**config.mk**
```make
export PLATFORM = sky130hd
export DESIGN_NAME = alu_rr_scheduler
export DESIGN_NICKNAME = d
export VERILOG_FILES = /design/src/rtl/alu_sched_pkg.sv /design/src/rtl/rr_arbiter.sv /design/src/rtl/alu_rr_scheduler.sv
export SDC_FILE = /design/constraint.sdc
export NUM_CORES = 1
export LEC_CHECK = 0
export CORE_AREA = 2 2 164 166
export CTS_CLUSTER_SIZE = 16
export DETAILED_ROUTE_END_ITERATION = 8
export DIE_AREA = 0 0 166 168
export SLEW_MARGIN = 20
export SYNTH_ARGS = -nofsm -noshare
export SYNTH_HDL_FRONTEND = slang
export SYNTH_SLANG_ARGS = --single-unit
```
**constraint.sdc**
```tcl
create_clock -name clk -period 4.3 [get_ports clk]
set_input_delay 0.43 -clock clk [delete_from_list [all_inputs] [get_ports clk]]
set_output_delay 0.43 -clock clk [all_outputs]
set_load 0.05 [all_outputs]
```
**src/rtl/alu_sched_pkg.sv**
```systemverilog
// Shared types and constants for the round-robin ALU scheduler.
// Holds the ALU op codes, datapath width and scheduler state encoding.
package alu_sched_pkg;

    localparam int ALU_SEL_W = 4;
    localparam int ALU_DW    = 32;

    localparam logic [ALU_SEL_W-1:0] ALU_AND = 4'd0;
    localparam logic [ALU_SEL_W-1:0] ALU_OR  = 4'd1;
    localparam logic [ALU_SEL_W-1:0] ALU_XOR = 4'd2;
    localparam logic [ALU_SEL_W-1:0] ALU_ADD = 4'd3;

    typedef enum logic [1:0] {
        IDLE,
        ISSUE,
        CAPTURE,
        RESP
    } state_t;

    // True for op codes the ALU executes: AND, OR, XOR and ADD.
    function automatic logic sel_is_legal(input logic [ALU_SEL_W-1:0] sel);
        return sel <= ALU_ADD;
    endfunction

endpackage

```
**src/rtl/rr_arbiter.sv**
```systemverilog
// Round-robin pick: first asserted request at or after ptr, with wrap-around.
// Latency: purely combinational. Backpressure: none; the pointer is held by the parent.
// Grant is one-hot; gnt_idx is its binary index and any_vld flags a valid pick.
module rr_arbiter #(
    parameter int NREQ = 4,
    parameter int IDW  = $clog2(NREQ)
) (
    input  logic [NREQ-1:0] req,
    input  logic [IDW-1:0]  ptr,
    output logic [NREQ-1:0] gnt,
    output logic [IDW-1:0]  gnt_idx,
    output logic            any_vld
);

    always_comb begin
        gnt     = '0;
        gnt_idx = '0;
        any_vld = 1'b0;
        for (int k = 0; k < NREQ; k++) begin
            if (!any_vld && req[(int'(ptr) + k) % NREQ]) begin
                any_vld = 1'b1;
                gnt_idx = IDW'((int'(ptr) + k) % NREQ);
            end
        end
        if (any_vld) begin
            gnt[gnt_idx] = 1'b1;
        end
    end

endmodule

```
**src/rtl/alu_rr_scheduler.sv**
```systemverilog
// Shares one registered ALU among NREQ requesters, round-robin, one op in flight.
// Latency: accept E0, ALU samples E1, resp_valid from E2; at least 4 cycles per op.
// Backpressure: response held until the owner's resp_ready; accepts only in IDLE.
// Option ALU_RR_SCHEDULER_ILLEGAL_OP_EN adds resp_err and short-circuits sel > ADD.
module alu_rr_scheduler
    import alu_sched_pkg::*;
#(
    parameter int NREQ = 4,
    parameter int DW   = ALU_DW,
    parameter int IDW  = $clog2(NREQ)
) (
    input  logic                      clk,
    input  logic                      rst,
    input  logic [NREQ-1:0]           req_valid,
    output logic [NREQ-1:0]           req_ready,
    input  logic [NREQ*DW-1:0]        req_a,
    input  logic [NREQ*DW-1:0]        req_b,
    input  logic [NREQ*ALU_SEL_W-1:0] req_sel,
    output logic [NREQ-1:0]           resp_valid,
    input  logic [NREQ-1:0]           resp_ready,
    output logic [DW-1:0]             resp_data,
`ifdef ALU_RR_SCHEDULER_ILLEGAL_OP_EN
    output logic                      resp_err,
`endif
    output logic [IDW-1:0]            gnt_id,
    output logic                      busy,
    output logic [DW-1:0]             alu_a,
    output logic [DW-1:0]             alu_b,
    output logic [ALU_SEL_W-1:0]      alu_sel,
    input  logic [DW-1:0]             alu_out
);

    state_t                 state;
    logic [IDW-1:0]         ptr;
    logic [NREQ-1:0]        win_gnt;
    logic [IDW-1:0]         win_idx;
    logic                   any_vld;
    logic [DW-1:0]          win_a;
    logic [DW-1:0]          win_b;
    logic [ALU_SEL_W-1:0]   win_sel;

    rr_arbiter #(
        .NREQ (NREQ),
        .IDW  (IDW)
    ) u_arb (
        .req     (req_valid),
        .ptr     (ptr),
        .gnt     (win_gnt),
        .gnt_idx (win_idx),
        .any_vld (any_vld)
    );

    always_comb begin
        win_a   = req_a[int'(win_idx) * DW +: DW];
        win_b   = req_b[int'(win_idx) * DW +: DW];
        win_sel = req_sel[int'(win_idx) * ALU_SEL_W +: ALU_SEL_W];
    end

    // Reset gates the accept so nothing is taken while rst is held.
    assign req_ready = (state == IDLE && !rst) ? win_gnt : '0;
    assign busy      = (state != IDLE);

    always_comb begin
        resp_valid = '0;
        if (state == RESP) begin
            resp_valid[gnt_id] = 1'b1;
        end
    end

    always_ff @(posedge clk or posedge rst) begin
        if (rst) begin
            state     <= IDLE;
            ptr       <= '0;
            gnt_id    <= '0;
            resp_data <= '0;
            alu_a     <= '0;
            alu_b     <= '0;
            alu_sel   <= '0;
`ifdef ALU_RR_SCHEDULER_ILLEGAL_OP_EN
            resp_err  <= 1'b0;
`endif
        end else begin
            case (state)
                IDLE: begin
                    if (any_vld) begin
                        gnt_id <= win_idx;
`ifdef ALU_RR_SCHEDULER_ILLEGAL_OP_EN
                        // Unsupported ops never reach the ALU; its inputs keep the last legal op.
                        if (!sel_is_legal(win_sel)) begin
                            resp_data <= '0;
                            resp_err  <= 1'b1;
                            state     <= RESP;
                        end else begin
                            alu_a    <= win_a;
                            alu_b    <= win_b;
                            alu_sel  <= win_sel;
                            resp_err <= 1'b0;
                            state    <= ISSUE;
                        end
`else
                        alu_a   <= win_a;
                        alu_b   <= win_b;
                        alu_sel <= win_sel;
                        state   <= ISSUE;
`endif
                    end
                end
                ISSUE: begin
                    state <= CAPTURE;
                end
                CAPTURE: begin
                    resp_data <= alu_out;
                    state     <= RESP;
                end
                RESP: begin
                    if (resp_ready[gnt_id]) begin
                        ptr   <= (gnt_id == IDW'(NREQ - 1)) ? '0 : gnt_id + IDW'(1);
                        state <= IDLE;
                    end
                end
                default: begin
                    state <= IDLE;
                end
            endcase
        end
    end

endmodule

```
**Word-level counts from Yosys, hierarchy flattened**

Index checks and enable logic that the tools add are counted.

- Register bits: 106
- Word-level logic and storage cells: 81

- Add/subtract/negate cells: 4
- $lt $le $gt $ge: 8
- Eq/ne operators: 6
- Shifts and indexed selects: 3
- Multiplexer cells: 32
- Bitwise gates (word level): 3
- Reduce and logical (&&, ||, !) cells: 18

Operators by type and width:

| cell | number |
|---|---|
| 128-bit by 8-bit variable part select with 32-bit output | 2 |
| 16-bit by 5-bit variable part select with 4-bit output | 1 |
| 1-bit 2-to-1 mux | 14 |
| 2-bit 2-to-1 mux | 7 |
| 3-bit by 4-bit < comparator with 1-bit output (second input constant) | 3 |
| 4-bit 2-to-1 mux | 3 |
| 1-bit binary-select mux with 2-bit select | 5 |
| 2-bit by 3-bit < comparator with 1-bit output (second input constant) | 3 |
| 2-bit one-hot mux with 4 select lines | 1 |
| 2-bit == test (second input constant) | 3 |
| 1-bit logical AND | 6 |
| 2-bit AND reduction | 3 |
| 2-bit OR reduction | 3 |
| 2-bit by 1-bit adder with 2-bit output (second input constant) | 2 |
| 2-bit adder (second input constant) | 2 |
| 1-bit demux with 2-bit select | 2 |
| 2-bit by 1-bit >= comparator with 1-bit output (second input constant) | 2 |
| 1-bit logical NOT | 4 |
| 1-bit bitwise AND (first input constant) | 3 |
| 2-bit by 1-bit == test with 1-bit output (second input constant) | 1 |
| 2-bit logical NOT | 1 |
| 2-bit by 1-bit != test with 1-bit output (second input constant) | 1 |
| 2-bit != test (second input constant) | 1 |
| 2-bit nonzero test | 1 |

**Depth between registers and ports, before layout**

Gate-level depths: netlist of run 1.

- Depth after elaboration: 20
- Mapped depth: 8
- Mapped depth without buffers: 6

**Hierarchy**

A second synthesis of run 1 with hierarchy kept.

- Cell total of the unflattened synthesis: 373
- Area total of the unflattened synthesis: 5954.5 um2

By module, submodules not included:

| module | instances | cells each | area each (um2) | seq. area each (um2) |
|---|---|---|---|---|
| alu_rr_scheduler | 1 | 341 | 5771.8 | 2652.5 |
| rr_arbiter | 1 | 32 | 182.7 | 0.0 |

**Worst setup path before layout of run 1**

Ideal clock, no wire load.

- Kind: input-to-output
- Start: input port rst
- End: output port req_ready[0]
- Arrival time: 3.390 ns
- Path slack: 0.480 ns
- Cell stages on the path: 2
- Buffers on the path: 0
- Cells stage by stage: inv_1 -> and3_1

- Word-level cells in the longest chain between the ends: 3

RTL lines:

| element | line | text |
|---|---|---|
| from (decl) | alu_rr_scheduler.sv:13 | `input logic rst,` |
| 1-bit logical NOT (no source line) | n/a |  |
| 1-bit logical AND | alu_rr_scheduler.sv:60 | `assign req_ready = (state == IDLE && !rst) ? win_gnt : '0;` |
| 4-bit 2-to-1 mux | alu_rr_scheduler.sv:60 |  |
| to (decl) | alu_rr_scheduler.sv:15 | `output logic [NREQ-1:0] req_ready,` |

Every way passes these cells.

**Worst setup path in the final report of run 1**

- Start: input port req_valid[0]
- End: output port req_ready[2]

- Word-level cells in the longest chain between the ends: 18
- Elaborated cells on any way between the ends: 32
- Those cells by class: order compare (2); mux (23); reduce/logical (7)

RTL lines:

| element | line | text |
|---|---|---|
| from (decl) | alu_rr_scheduler.sv:14 | `input logic [NREQ-1:0] req_valid,` |
| 1-bit binary-select mux with 2-bit select | rr_arbiter.sv:20 | `if (!any_vld && req[(int'(ptr) + k) % NREQ]) begin` |
| 1-bit 2-to-1 mux (not written as such) | rr_arbiter.sv:20 |  |
| 1-bit 2-to-1 mux | rr_arbiter.sv:20 |  |
| 1-bit logical NOT | rr_arbiter.sv:20 |  |
| 1-bit logical AND | rr_arbiter.sv:20 |  |
| 1-bit 2-to-1 mux | rr_arbiter.sv:20 |  |
| 1-bit logical NOT | rr_arbiter.sv:20 |  |
| 1-bit logical AND | rr_arbiter.sv:20 |  |
| [... 2 more ...] | n/a |  |
| 1-bit logical AND | rr_arbiter.sv:20 |  |
| 2-bit 2-to-1 mux | rr_arbiter.sv:20 |  |
| 2-bit by 3-bit < comparator with 1-bit output (not written as such) or 2-bit by 1-bit >= comparator with 1-bit output (tied branches) | rr_arbiter.sv:26 | `gnt[gnt_idx] = 1'b1;` |
| 1-bit logical AND (not written as such) | rr_arbiter.sv:26 |  |
| 1-bit 2-to-1 mux (not written as such) | rr_arbiter.sv:26 |  |
| 1-bit demux with 2-bit select | n/a |  |
| 4-bit 2-to-1 mux (*) | rr_arbiter.sv:25 | `if (any_vld) begin` |
| 4-bit 2-to-1 mux (*) | alu_rr_scheduler.sv:60 |  |

Every way passes the cells marked *; elsewhere a longest branch is shown, timed or not. The select of a mux whose other input is x is not followed.

==> impl_metrics.ini, run 1 <==
[layout]
mostFrequentLayoutCells = clkdlybuf4s50_1 (422), dfrtp_1 (106), nor2_1 (71)
syn2layout_area_growth_pct = 77.9
final_common_cell = clkdlybuf4s50_1
drive_above_1_share = 0.0810
instances_no_fill = 1341
multi_input_area_sq_um = 3160
design_area_sq_um = 10900
fillCellCount = 2615
regArea_sq_um = 2650
diodes = 0
final_util = 0.415
nets = 1317

[yosys]
synth_nets = 948
synth_top_family_by_area = compound AO/OA/AOI/OAI gates
synth-xor-area-share = 0
synth_seq_cells = 106
synth-simple-area-share = 0.0665
syn_area_per_cell_sq_um = 9.83
synth_cells = 626
synth_fa_ha_area_frac = 0.0163
yosys.cell_types.count = 39
synth_compound_area_frac = 0.356
synth-seq-area-share = 0.431
post-synth-top-area-cell = dfrtp_1
synth_area_leaders = dfrtp_1 (43%), a41oi_1 (9.7%), a22oi_1 (8.4%)
synth_top_area_frac = 0.431
synthMuxAreaShare = 0.0675
synth_warnings = 0
netlist_area_sq_um = 6150

[floorplanning]
start_util = 0.233
placementRows = 60
die_w_um = 166
core-area_sq_um = 26400
die_h_um = 168
io_pins = 425
dieArea_sq_um = 27900

[timing]
worstMarginPinSlew_ps = 895
hold_viol = 0
slew_headroom = 0.403
rsz0062_at_grt = false
finalCritPeriodShare = 0.729
fin_worst_skew_ps = 12.8
tns_ps = 0
fin_hold_ws_ps = 372
setup_ws_ps = 1170
fmax_ghz = 0.319
fin_crit_ps = 3130
maxSlewViolCount = 0
setup_violations = 0

[drt]
via_per_inst = 5.25
drc = 0
drtAntennaViolNets = 0
vias = 7039
drt_iter0_markers = 442
totalWireLength_um = 28300
wl_per_cell_um = 21.1
drt-pass1-iter-count = 5

[place]
portBuffers = 424
dp_hpwl_um = 19800
pre_cts_ws_ps = 1170
place_congestion = 0.795
placedCellCount = 1325
placed_cell_area_sq_um = 10600

[cts]
cts-root-buf = clkbuf_16
cts_tree = done
clock_latency_ps = 360
post_cts_buffers = 0
hold_buffers = 0
cts_buffer_depth = 2
htree_levels = 3
clk_pin_slew_ps = 80
cts_sinks = 106
postCtsResizedCells = 0
cts_made_buffers = 9

[power_and_ir_drop]
peakVddDrop_mv = 0.533
leakage_nw = 3.95
power.total_mw = 8.23
p_per_area_nw_per_um2 = 752

[global_route]
grt_start_max_net_pins = 69
grt_overflow = 0
grt_usage = 0.194
grt_pass1_vias = 6974
grt_pass1_wl_um = 42300
antenna_found_initial = 0

[hold_path]
min_path_type = input port to asynchronous set/reset pin

[worst_setup_path]
worstReg2RegStart = ptr[1]
required_ps = 3870
reg2reg_depth = 5
cp_max_fo = 9
cp.arrival_ps = 2700
crit_start = req_valid[0]
worst_setup_path_end_kind = primary output
crit_type = input port to primary output
cp-start-kind = input port

[run_status]
status = complete, no violations

[run]
max-cap-violations = 0
[per-layer routing]
metal  share of wire  up-vias  global-route usage  routed length, um
met2            0.48      359               0.321              13500
li1                -     3246                   -                  -
met3           0.071       44              0.0468               2020
met1            0.42     3390               0.246              11900
met4           0.030        0              0.0715                853
met5               0        -                   0                  0
[synth_stat cells, drive strengths merged]
library cell and instances:
a41oi 68, o221ai 1, nand2b 2, o31ai 2, or2 1, nand3 1
nor3b 1, buf 28, nor4 1, o21bai 1, nor2b 3, o21ai 4
a21oi 4, nor2 72, nor3 3, mux2i 1, a22oi 69, a211o 1
nand2 3, dfrtp 106, and2 4, o22ai 1, a221oi 1, clkbuf 55
inv 8, ha 8, a21o 1, and4b 1, a31oi 68, o21a 2
mux4 1, and3 2, mux2 34, o211ai 68
[path summary, 6_finish.rpt]
kind / to / slack, ps
setup reg to reg: alu_a[10] / 1920
max in group asynchronous: alu_a[10] / 2890
min in group clk: resp_data[18] / 510
setup / recovery: req_ready[2] / 1170
hold reg to reg: resp_data[18] / 510
hold / removal: gnt_id[1] / 370
[cell families after synthesis]
| logic type | Yosys count |
|---|---|
| buf+inv | 91 |
| mux | 36 |
| compound gates | 291 |
| flops | 106 |
| fa+ha+maj | 8 |
| simple gates | 94 |
[critical path: stages]
cell and delay [ps]:
clkdlybuf4s50_1 580, or2_4 340, a21oi_4 130, o21ai_1 90, nor3_1 260, clkdlybuf4s50_1 880
[final cells by class]
type                    instances  share of cell area
clock buffers                   9              0.0206
clock inverters                 7             0.00846
inverters                       8             0.00297
multi-input cells             429               0.288
flip-flops and latches        106               0.242
well taps                     341              0.0390
repair buffers                441               0.398
[state kept, by name, indices dropped and copies added, names as in the netlist]
signal     flops
alu_a         32
alu_b         32
resp_data     32
alu_sel        4
gnt_id         2
ptr            2
state          2
[where the power goes]
part           internal (mW)  switching [mW]
clock                  0.470           0.440
combinational           1.95            3.53
sequential              1.52           0.322
(Power assumes the default switching activity.)
==> inputs of run 2 (changes only) <==
- CORE_AREA: 2 2 164 166 -> 2 2 167 169
- DIE_AREA: 0 0 166 168 -> 0 0 169 171
- clock period: 4.3 -> 2.8 ns (I/O delays scaled with it)
==> impl_metrics.ini, run 2 (synthesized netlist as in run 1, its figures left out) <==
[layout]
drive_above_1_share = 0.0914
top_regs = alu_a: 32 flops, alu_b: 32 flops, resp_data: 32 flops
final_common_cell = clkdlybuf4s50_1
mostFrequentLayoutCells = clkdlybuf4s50_1 (418), dfrtp_1 (106), nor2_1 (71)
syn2layout_area_growth_pct = 80.8
nets = 1324

[cts]
clock_latency_ps = 360
hold_buffers = 0
post_cts_buffers = 0
htree_levels = 3
clk_pin_slew_ps = 80
cts_made_buffers = 9
cts_buffer_depth = 2
postCtsResizedCells = 0
cts-root-buf = clkbuf_16
cts_sinks = 106
cts_tree = done

[drt]
wl_per_cell_um = 21.8
drt-pass1-iter-count = 5
drtAntennaViolNets = 0
totalWireLength_um = 29500
drc = 0
drt_iter0_markers = 388
via_per_inst = 5.28
vias = 7155

[power_and_ir_drop]
leakage_nw = 4.02
peakVddDrop_mv = 0.457
p_per_area_nw_per_um2 = 1150

[run_status]
status = complete, no violations

[hold_path]
hold_depth = 3
hp-start = req_valid[3]
holdPathEnd = gnt_id[0]
min_path_type = input port to register

[timing]
setup_violations = 0
tns_ps = 0
setup_ws_ps = 395
fin_crit_ps = 2400
rsz0062_at_grt = false
hold_viol = 0
slew_headroom = 0.417
finalCritPeriodShare = 0.859
fin_worst_skew_ps = 17.3
worstMarginPinSlew_ps = 874
maxSlewViolCount = 0
fmax_ghz = 0.416

[global_route]
grt_usage = 0.193
grt_overflow = 0
grt_start_max_net_pins = 69
antenna_found_initial = 2
grt_pass1_vias = 7229
grt_pass1_wl_um = 43000

[worst_setup_path]
path_cells = inv_1 > ha_1 > inv_1 > clkdlybuf4s50_1
path_buf_inv = 3
path_delay_family = buffers and inverters
reg2reg_to = alu_b[22]
worstReg2RegStart = ptr[1]
reg2reg_depth = 6
cp-start-kind = register
cp_max_fo = 4
reg2reg_setup_slack_ps = 740
required_ps = 2520
cp_common_cell = inv_1
worst_setup_path_end_kind = primary output
max_stage_delay_ps = 920
cp.arrival_ps = 2120
crit_slowest_cell = clkdlybuf4s50_1
crit_type = register to primary output

[floorplanning]
dieArea_sq_um = 28900
die_h_um = 171
core-area_sq_um = 27300
io_pins = 425
start_util = 0.225
placementRows = 61
die_w_um = 169

[run]
max-cap-violations = 0

[place]
pre_cts_ws_ps = 384
dp_hpwl_um = 21000
place_congestion = 0.789
portBuffers = 424
## run 2: where the power goes
group | leakage [nW] | internal [mW] | total (mW) | switching (mW)
Combinational | 2.67 | 3.14 | 8.64 | 5.49
Sequential | 1.20 | 2.33 | 2.82 | 0.491
Clock | 0.150 | 0.644 | 1.38 | 0.732
## run 2: cell type report
class	instances	area, sq um
well taps	346	433
multi-input cells	429	3160
clock inverters	7	86.3
flip-flops and latches	106	2650
repair buffers	448	4530
clock buffers	9	225
inverters	8	33.8
diodes	2	5.00
fillers	2732	16200
## run 2: how the worst max path moves through the flow
stage            startpoint           end  slack (ps)  cells past startpoint
2_1_floorplan        ptr[1]  req_ready[2]          10                      7
3_3_place_gp   req_valid[0]     alu_a[14]         420                      6
3_5_place_dp   req_valid[0]      alu_a[9]         380                      6
4_1_cts            state[1]          busy         350                      4
5_1_grt            state[0]          busy         320                      4
6_report           state[1]          busy         400                      4
## run 2: worst register-to-register path: cells and delay by family, from the launching register on
| kind | cells | cell delay [ps] |
|---|---|---|
| buf+inv | 2 | 670 |
| flops | 1 | 630 |
| compound gates | 3 | 520 |
| simple gates | 1 | 160 |
## run 2: layer usage
layer,GRT usage,share of wire,vias up
met2,0.331,0.48,376
li1,-,-,3255
met1,0.232,0.40,3482
met3,0.0606,0.093,42
met4,0.0606,0.027,0
met5,0,0,-
## run 2: metrics by stage
| step | utilization | instances | power, mW | instance area [sq um] | hold slack, ps |
|---|---|---|---|---|---|
| after floorplan | - | 626 | 8.28 | 6160 | 432 |
| after global routing | 0.407 | 1353 | 13.5 | 11100 | 415 |
| after CTS | 0.407 | 1353 | 12.9 | 11100 | 390 |
| after detailed placement | 0.396 | 1337 | 11.5 | 10800 | 494 |
| final | 0.407 | 1355 | 12.8 | 11100 | 409 |
| after global placement | 0.396 | 1337 | 11.4 | 10800 | 488 |
==> inputs of run 3 (changes only) <==
- CORE_AREA: 2 2 167 169 -> 2 2 164 166
- CTS_CLUSTER_SIZE: 16 -> 28
- DIE_AREA: 0 0 169 171 -> 0 0 166 168
- clock period: 2.8 -> 2.65 ns (I/O delays scaled with it)
==> impl_metrics.ini, run 3 (synthesized netlist as in run 1, its figures left out) <==
[worst_setup_path]
crit_type = register to primary output
cp_max_fo = 7
required_ps = 2380
reg2reg_depth = 5
worstReg2RegStart = ptr[1]
worst_setup_path_end_kind = primary output
path_delay_family = buffers and inverters
cp-start-kind = register
crit_slowest_cell = clkdlybuf4s50_1
path_buf_inv = 2
cp.arrival_ps = 2060
reg2reg_setup_slack_ps = 690
path_cells = inv_1 > ha_1 > and2_1 > clkdlybuf4s50_1
reg2reg_to = alu_b[29]
max_stage_delay_ps = 700

[layout]
multi_input_area_sq_um = 3160
drive_above_1_share = 0.0905
syn2layout_area_growth_pct = 81.2
nets = 1322
fillCellCount = 2540
final_common_cell = clkdlybuf4s50_1
top_regs = alu_a: 32 flops, alu_b: 32 flops, resp_data: 32 flops
regArea_sq_um = 2650
mostFrequentLayoutCells = clkdlybuf4s50_1 (418), dfrtp_1 (106), nor2_1 (71)
instances_no_fill = 1347

[cts]
cts-root-buf = clkbuf_16
postCtsResizedCells = 0
htree_levels = 3
clk_pin_slew_ps = 80
hold_buffers = 0
cts_buffer_depth = 2
post_cts_buffers = 0
clock_latency_ps = 360
cts_sinks = 106
cts_made_buffers = 9
cts_tree = done

[drt]
totalWireLength_um = 28500
vias = 7053
drt-pass1-iter-count = 5
drtAntennaViolNets = 0
drc = 0
via_per_inst = 5.24
drt_iter0_markers = 416
wl_per_cell_um = 21.2

[hold_path]
holdPathEnd = alu_sel[0]
hp-start = req_valid[3]
min_path_type = input port to register
hold_depth = 3

[floorplanning]
start_util = 0.233
die_h_um = 168
core-area_sq_um = 26400
placementRows = 60
io_pins = 425
die_w_um = 166
dieArea_sq_um = 27900

[timing]
slew_headroom = 0.593
fmax_ghz = 0.430
setup_violations = 0
fin_crit_ps = 2320
finalCritPeriodShare = 0.877
fin_worst_skew_ps = 14.8
rsz0062_at_grt = false
hold_viol = 0
worstMarginPinSlew_ps = 610
setup_ws_ps = 327
maxSlewViolCount = 0

[global_route]
grt_overflow = 0
grt_start_max_net_pins = 107
grt_pass1_vias = 7219
antenna_found_initial = 1
grt_pass1_wl_um = 43400
grt_usage = 0.197

[place]
placedCellCount = 1330
dp_hpwl_um = 19900
place_congestion = 0.814
portBuffers = 424
pre_cts_ws_ps = 340

[power_and_ir_drop]
swShare = 0.520
power_frac_comb = 0.672
peakVddDrop_mv = 0.794
p_per_area_nw_per_um2 = 1220
power.total_mw = 13.6
leakage_nw = 4.04
pwr-share-seq = 0.219
p_int_mw = 6.50
power.share.clock = 0.109
power_switching_mw = 7.05

[run]
max-cap-violations = 0

[run_status]
status = complete, no violations
run 3: changes by cell type in the layout (fill, tap and decap cells not counted), sizes merged:
cell    change
clkinv      -3
inv         +3
buf         -2
diode       -1
run 3: how the worst max path moves through the flow:
stage | start | end | slack [ps] | cells past startpoint
6_report | gnt_id[0] | resp_valid[0] | 330 | 4
2_1_floorplan | rst | req_ready[0] | -20 | 2
3_3_place_gp | req_valid[0] | req_ready[1] | 400 | 5
5_1_grt | gnt_id[0] | resp_valid[0] | 200 | 4
4_1_cts | gnt_id[0] | resp_valid[0] | 280 | 4
3_5_place_dp | req_valid[1] | alu_b[29] | 340 | 6
run 3: final cells by class:
| cell class | count | share of cell area |
|---|---|---|
| tap | 341 | 0.0383 |
| clock buffer | 9 | 0.0202 |
| multi-input combinational | 429 | 0.283 |
| clock inverter | 7 | 0.00864 |
| inverter | 8 | 0.00303 |
| sequential | 106 | 0.238 |
| antenna | 1 | 0.000224 |
| timing repair buffer | 446 | 0.408 |
run 3: stage by stage:
step | hold WS [ps] | utilization | TNS [ps] | area, sq um
2_1_floorplan | 417 | - | -41.3 | 6160
3_3_place_gp | 487 | 0.411 | 0 | 10800
3_5_place_dp | 495 | 0.411 | 0 | 10800
4_1_cts | 387 | 0.423 | 0 | 11100
5_1_grt | 415 | 0.423 | 0 | 11100
6_report | 414 | 0.423 | 0 | 11100
run 3: worst reg2reg max path: cells and delay by family (launching register included):
kind | cells | cell delay [ps]
AO/OA/AOI/OAI | 4 | 930
flip-flops | 1 | 630
buffers and inverters | 1 | 290
run 3: power by group through the flow:
stage	logic [mW]	registers, mW	clock network [mW]
floorplan	3.08	5.67	0
global placement	9.11	2.96	0
detailed placement	9.14	3.00	0
CTS	9.16	2.98	1.54
global route	9.62	3.08	1.59
finish	9.11	2.97	1.48
run 3: routing by layer:
layer | routed length [um] | GRT usage | up-vias
met5 | 0 | 0 | -
met4 | 427 | 0.0412 | 0
met3 | 2110 | 0.0435 | 29
met2 | 13900 | 0.332 | 377
met1 | 12100 | 0.261 | 3388
li1 | - | - | 3259
